<file path="src/rtl/x_play_pkg.sv">
// ----------------------------------------------------------------------------
// x_play_pkg : shared types and defaults for the DAC playback sequencer
// Revision   : 1.0
// ----------------------------------------------------------------------------
`default_nettype none

package x_play_pkg;

  localparam int DEF_AW   = 11;
  localparam int DEF_DW   = 6;
  localparam int DEF_DIVW = 16;
  localparam int MIN_DIV  = 2;

  typedef enum logic [1:0] {
    IDLE  = 2'd0,
    FETCH = 2'd1,
    LAT   = 2'd2,
    READY = 2'd3
  } state_t;

endpackage

`default_nettype wire

</file>
<file path="src/rtl/x_play_div.sv">
// ----------------------------------------------------------------------------
// x_play_div : reloadable down-counter producing the sample-period tick
// Revision   : 1.0
// ----------------------------------------------------------------------------
`default_nettype none

module x_play_div #(
  parameter int DIVW = 16
) (
  input  logic            clk,
  input  logic            rst_n,
  input  logic            load,
  input  logic [DIVW-1:0] div_eff,
  input  logic            enable,
  output logic            tick
);

  logic [DIVW-1:0] cnt;

  // Counts div_eff..0, so the period is div_eff+1 clocks.
  assign tick = enable && (cnt == '0);

  always_ff @(posedge clk or negedge rst_n) begin
    if (!rst_n) begin
      cnt <= '0;
    end else if (load || tick) begin
      cnt <= div_eff;
    end else if (enable) begin
      cnt <= cnt - 1'b1;
    end
  end

endmodule

`default_nettype wire

</file>
<file path="src/rtl/x_play.sv">
// ----------------------------------------------------------------------------
// x_play   : playback sequencer feeding one sample per period to the DAC path
// Revision : 1.0
// ----------------------------------------------------------------------------
`default_nettype none

module x_play
  import x_play_pkg::*;
#(
  parameter int AW   = DEF_AW,
  parameter int DW   = DEF_DW,
  parameter int DIVW = DEF_DIVW
) (
  input  logic            i_clk,
  input  logic            i_nrst,
  input  logic            i_start,
  input  logic            i_stop,
  input  logic            i_loop,
  input  logic [AW-1:0]   i_start_addr,
  input  logic [AW-1:0]   i_end_addr,
  input  logic [DIVW-1:0] i_div,
  output logic            o_rd_req,
  output logic [AW-1:0]   o_addr,
  input  logic            i_rd_gnt,
  input  logic [DW-1:0]   i_rdata,
  output logic [DW-1:0]   o_bin,
  output logic            o_strobe,
  output logic            o_busy,
  output logic            o_done,
  output logic            o_underrun
);

  localparam logic [DIVW-1:0] MIN_DIV_W = DIVW'(MIN_DIV);

  state_t          state;
  state_t          state_nx;
  logic [AW-1:0]   addr;
  logic [AW-1:0]   start_q;
  logic [AW-1:0]   end_q;
  logic [DIVW-1:0] div_q;
  logic            loop_q;
  logic [DW-1:0]   buf_q;
  logic [DW-1:0]   bin_q;
  logic            strobe_q;
  logic            done_q;
  logic            under_q;

  logic            start_acc;
  logic            busy;
  logic            tick;
  logic            at_end;
  logic [DIVW-1:0] div_clamp;
  logic [DIVW-1:0] div_sel;

  assign busy      = (state != IDLE);
  assign start_acc = (state == IDLE) && i_start && !i_stop;
  assign at_end    = (addr == end_q);
  assign div_clamp = (i_div < MIN_DIV_W) ? MIN_DIV_W : i_div;
  // The counter loads the fresh divider on start, the captured one on reload.
  assign div_sel   = start_acc ? div_clamp : div_q;

  x_play_div #(
    .DIVW (DIVW)
  ) u_div (
    .clk     (i_clk),
    .rst_n   (i_nrst),
    .load    (start_acc),
    .div_eff (div_sel),
    .enable  (busy),
    .tick    (tick)
  );

  always_comb begin
    state_nx = state;
    case (state)
      IDLE:    if (start_acc) state_nx = FETCH;
      FETCH:   if (i_rd_gnt)  state_nx = LAT;
      LAT:     state_nx = READY;
      READY:   if (tick) state_nx = (at_end && !loop_q) ? IDLE : FETCH;
      default: state_nx = IDLE;
    endcase
    if (i_stop) state_nx = IDLE;
  end

  always_ff @(posedge i_clk or negedge i_nrst) begin
    if (!i_nrst) begin
      state    <= IDLE;
      addr     <= '0;
      start_q  <= '0;
      end_q    <= '0;
      div_q    <= '0;
      loop_q   <= 1'b0;
      buf_q    <= '0;
      bin_q    <= '0;
      strobe_q <= 1'b0;
      done_q   <= 1'b0;
      under_q  <= 1'b0;
    end else begin
      state    <= state_nx;
      strobe_q <= 1'b0;
      done_q   <= 1'b0;
      under_q  <= 1'b0;
      if (start_acc) begin
        start_q <= i_start_addr;
        end_q   <= i_end_addr;
        div_q   <= div_clamp;
        loop_q  <= i_loop;
        addr    <= i_start_addr;
      end
      // A stop freezes the output and discards any in-flight sample.
      if (!i_stop) begin
        if (state == LAT) buf_q <= i_rdata;
        if (tick) begin
          case (state)
            READY: begin
              bin_q    <= buf_q;
              strobe_q <= 1'b1;
              if (!at_end)     addr   <= addr + 1'b1;
              else if (loop_q) addr   <= start_q;
              else             done_q <= 1'b1;
            end
            FETCH, LAT: under_q <= 1'b1;
            default: ;
          endcase
        end
      end
    end
  end

  assign o_rd_req   = (state == FETCH);
  assign o_addr     = addr;
  assign o_bin      = bin_q;
  assign o_strobe   = strobe_q;
  assign o_busy     = busy;
  assign o_done     = done_q;
  assign o_underrun = under_q;

endmodule

`default_nettype wire

</file>
<file path="config.mk">
export PLATFORM = sky130hd
export DESIGN_NAME = x_play
export DESIGN_NICKNAME = d
export VERILOG_FILES = /design/src/rtl/x_play_pkg.sv /design/src/rtl/x_play_div.sv /design/src/rtl/x_play.sv
export SDC_FILE = /design/constraint.sdc
export NUM_CORES = 1
export LEC_CHECK = 0
export ABC_AREA = 1
export BUFFER_PORTS_ARGS = -buffer_cell sky130_fd_sc_hd__buf_2
export CORE_MARGIN = 8
export CORE_UTILIZATION = 38
export CTS_CLUSTER_DIAMETER = 100
export CTS_CLUSTER_SIZE = 40
export DETAILED_ROUTE_END_ITERATION = 8
export PLACE_DENSITY = 0.7
export SYNTH_ARGS = -nofsm -noshare
export SYNTH_HDL_FRONTEND = slang
export SYNTH_SLANG_ARGS = --single-unit
</file>
<file path="constraint.sdc">
create_clock -name i_clk -period 1.6 [get_ports i_clk]
set_input_delay 0.16 -clock i_clk [delete_from_list [all_inputs] [get_ports i_clk]]
set_output_delay 0.16 -clock i_clk [all_outputs]
set_load 0.01 [all_outputs]
</file>
==> results.sh <==
export IMPL_status="finished, final reports clean"
export IMPL_gr_total_overflow=0
export IMPL_start_util_pct=39.2
export IMPL_wl_met1_mm=5.48
export IMPL_avgSynthCellArea_um2=7.50
export IMPL_cts_buffer_depth=2
export IMPL_cts_sinks=83
export IMPL_ir_worst_vdd_mv=1.47
export IMPL_setup_viol=0
export IMPL_end_kind="register"
export IMPL_portBuffers=71
export IMPL_yosysTopAreaCell="dfrtp_1"
export IMPL_multi_input_area_mm2=0.00239
export IMPL_syn_area_mm2=0.00450
export IMPL_wl_per_cell_um=14.9
export IMPL_drive_above_1_share_pct=32.3
export IMPL_cpMaxStageDelayCell="dfrtp_1"
export IMPL_fmax_mhz=626
export IMPL_synth_area_top_cells="dfrtp_1 (46%), nand2_1 (22%), inv_1 (4.9%)"
export IMPL_critPathKind="register to register"
export IMPL_post_synth_top_count_cell="nand2_1"
export IMPL_route_met2_wl_mm=6.67
export IMPL_synth_edff_count=0
export IMPL_pwr_density_cell_mw_per_mm2=1900
export IMPL_grt_pass1_wl_mm=21.3
export IMPL_htreeDepth=3
export IMPL_worst_setup_path_start_kind="register"
export IMPL_drt_total_wl_mm=13.2
export IMPL_yosysUniqueCellTypes=34
export IMPL_place_congestion=0.881
export IMPL_p_leak_nw=3.26
export IMPL_fillers=1017
export IMPL_numCtsBuffers=9
export IMPL_fin_crit_ps=1600
export IMPL_finalHoldViolCount=0
export IMPL_cp_startpoint="state[1]$_DFFE_PN0P_"
export IMPL_rsz0062_at_grt="yes"
export IMPL_period_share_pct=99.8
export IMPL_insertion_delay_ps=350
export IMPL_ys_ff_latch=83
export IMPL_ys_flop_type="dfrtp_1"
export IMPL_via_per_inst=4.98
export IMPL_ys_warnings_count=0
export IMPL_dieArea_mm2=0.0156
export IMPL_n_antenna_cell=0
export IMPL_dr_total_vias=4405
export IMPL_dr_pass1_iters=4
export IMPL_hold_start="i_end_addr[10]"
export IMPL_grt_max_degree=39
export IMPL_skew_ps=6.60
export IMPL_r2r_start="state[1]$_DFFE_PN0P_"
export IMPL_grt_usage_pct=16.6
export IMPL_route_met3_wl_um=744
export IMPL_postLayoutCellArea_mm2=0.00620
export IMPL_power_total_mw=11.8
export IMPL_worst_ep_required_time_ps=1840
export IMPL_dieWidth_um=125
export IMPL_hpwlAfterDp_mm=9.34
export IMPL_ioPinCount=72
export IMPL_crit_chain="inv_2 > ha_4 > clkinv_4 > nand2_4 > nor2_4 > nand3_4 > nor3_4 > nand2_2 > nand2_2 > nand2_1"
export IMPL_synth_top_area_share_pct=46.2
export IMPL_cts_tree="built"
export IMPL_cpMostUsedCell="nand2_2"
export IMPL_slew_headroom_pct=71.1
export IMPL_synth_commonest_cells="nand2_1 (258), dfrtp_1 (83), inv_1 (59)"
export IMPL_reg2reg_depth=10
export IMPL_slew_viol_final=0
export IMPL_final_nets=794
export IMPL_critical_path_arrival_ps=1840
export IMPL_tightest_slew_ps=429
export IMPL_holdPathStages=3
export IMPL_cp_slowest_stage_delay_ps=370
export IMPL_area_delta_synth_final_pct=37.8
export IMPL_synthCells=600
export IMPL_routed_top_layer="met4"
export IMPL_min_delay_path_class="primary input to register"
export IMPL_std_cell_rows=39
export IMPL_core_area_mm2=0.0115
export IMPL_cap_violations=0
export IMPL_register_area_mm2=0.00208
export IMPL_dr_first_iter_drc_count=318
export IMPL_ys_seq_area_share_pct=46.2
export IMPL_synth_nets=657
export IMPL_cp_max_fo=4
export IMPL_grt_pass1_vias=4485
export IMPL_setup_tns_ps=0
export IMPL_die_h_um=125
export IMPL_path_clk_slew_ps=70
export IMPL_remaining_drc_errors=0
export IMPL_antenna_found_initial=0
export IMPL_utilization_pct=54.1
export IMPL_async_flop_share_pct=100
export IMPL_clock_root_buffer="clkbuf_16"
export IMPL_ant_nets=0
export IMPL_place_area_mm2=0.00542
==> critical path: cells and delay by family, from the launching register on <==
kind / cells / cell delay [ps]
buffers and inverters: 2 / 110
adders and majority gates: 1 / 180
and+or+nand+nor: 7 / 810
DFF: 1 / 370
==> state kept, by name, indices dropped and copies added (netlist names), 2 cells and up <==
name,count
div_q,16
buf_q,6
end_q,11
state,2
o_bin,6
start_q,11
u_div.cnt,16
o_addr,11
==> routing by layer <==
layer,track usage [%],vias to the layer above
li1,-,2147
met1,18.5,2097
met2,28.7,129
met3,4.77,32
met4,7.51,0
met5,0,-
==> layout make-up <==
class	count	share of cell area, %
Timing Repair Buffer	140	16.2
Clock buffer	9	3.63
Tap cell	143	2.89
Inverter	63	3.98
Sequential cell	83	33.6
Clock inverter	7	1.23
Multi-Input combinational cell	440	38.5
==> cells in the final DEF (no fill, tap or decap), types with 2 or more instances in the layout <==
master / n
buf_12: 5
buf_2: 71
buf_4: 49
buf_6: 11
clkbuf_16: 10
clkinv_4: 2
clkinvlp_4: 2
dfrtp_1: 78
dfrtp_2: 5
dlygate4sd3_1: 3
ha_1: 3
ha_4: 3
inv_1: 49
inv_2: 11
inv_4: 2
inv_6: 2
mux2_2: 6
nand2_1: 240
nand2_2: 19
nand2_4: 4
nand3_1: 25
nand3_2: 4
nand3_4: 4
nand3b_1: 2
nand4_1: 14
nor2_1: 23
nor2_2: 9
nor2_4: 10
nor3_4: 3
o211ai_1: 2
o21ai_0: 26
o21ai_1: 11
xnor2_1: 6
xnor2_2: 2
xor2_1: 13
==> power by group <==
| part | leakage [nW] | switching, mW | total, mW | internal, mW |
|---|---|---|---|---|
| clock network | 0.142 | 0.888 | 2.11 | 1.22 |
| logic | 2.08 | 3.39 | 6.01 | 2.62 |
| registers | 1.04 | 0.685 | 3.69 | 3.01 |
==> what timing repair did <==
| action | 4_1_cts | 5_1_grt |
|---|---|---|
| hold buffers | 3 | 0 |
| setup buffers | 2 | 8 |
| endpoints found under the hold margin | 24 | 0 |
| pin swaps | 4 | 34 |
| cloned | 0 | 4 |
| endpoints found under the setup margin | 23 | 39 |
| gates resized for setup | 12 | 92 |
==> path summary, 6_finish.rpt <==
kind | slack (ps) | end
max | 3 | o_addr[0]$_DFF_PN0_
max reg2reg | 3 | o_addr[0]$_DFF_PN0_
max in group asynchronous | 690 | u_div.cnt[13]$_DFFE_PN0P_
min reg2reg | 480 | start_q[7]$_DFFE_PN0N_
min in group asynchronous | 250 | start_q[1]$_DFFE_PN0N_
min | 10 | end_q[10]$_DFFE_PN0N_
==> logic make-up (layout without fill, tap and decap cells) <==
kind of cell | count (synthesis) | after routing | synth area share [%]
buffers and inverters | 78 | 219 | 7.18
AND/OR/NAND/NOR | 359 | 360 | 33.6
adder cells (fa/ha/maj) | 7 | 7 | 1.95
multiplexers | 6 | 6 | 1.50
flip-flops | 83 | 83 | 46.2
AO/OA/AOI/OAI | 46 | 46 | 5.48
XOR/XNOR | 21 | 21 | 4.09
==> per-stage QoR <==
stage | instances | hold WS (ps) | setup slack, ps
2_1_floorplan | 600 | -136 | 23.4
3_3_place_gp | 852 | 79.1 | -84.5
3_5_place_dp | 852 | 83.7 | -63.7
4_1_cts | 873 | 0.319 | -6.01
5_1_grt | 885 | 20.8 | -110
6_report | 885 | 10.4 | 2.96
Power figures use the tool's default switching activity.
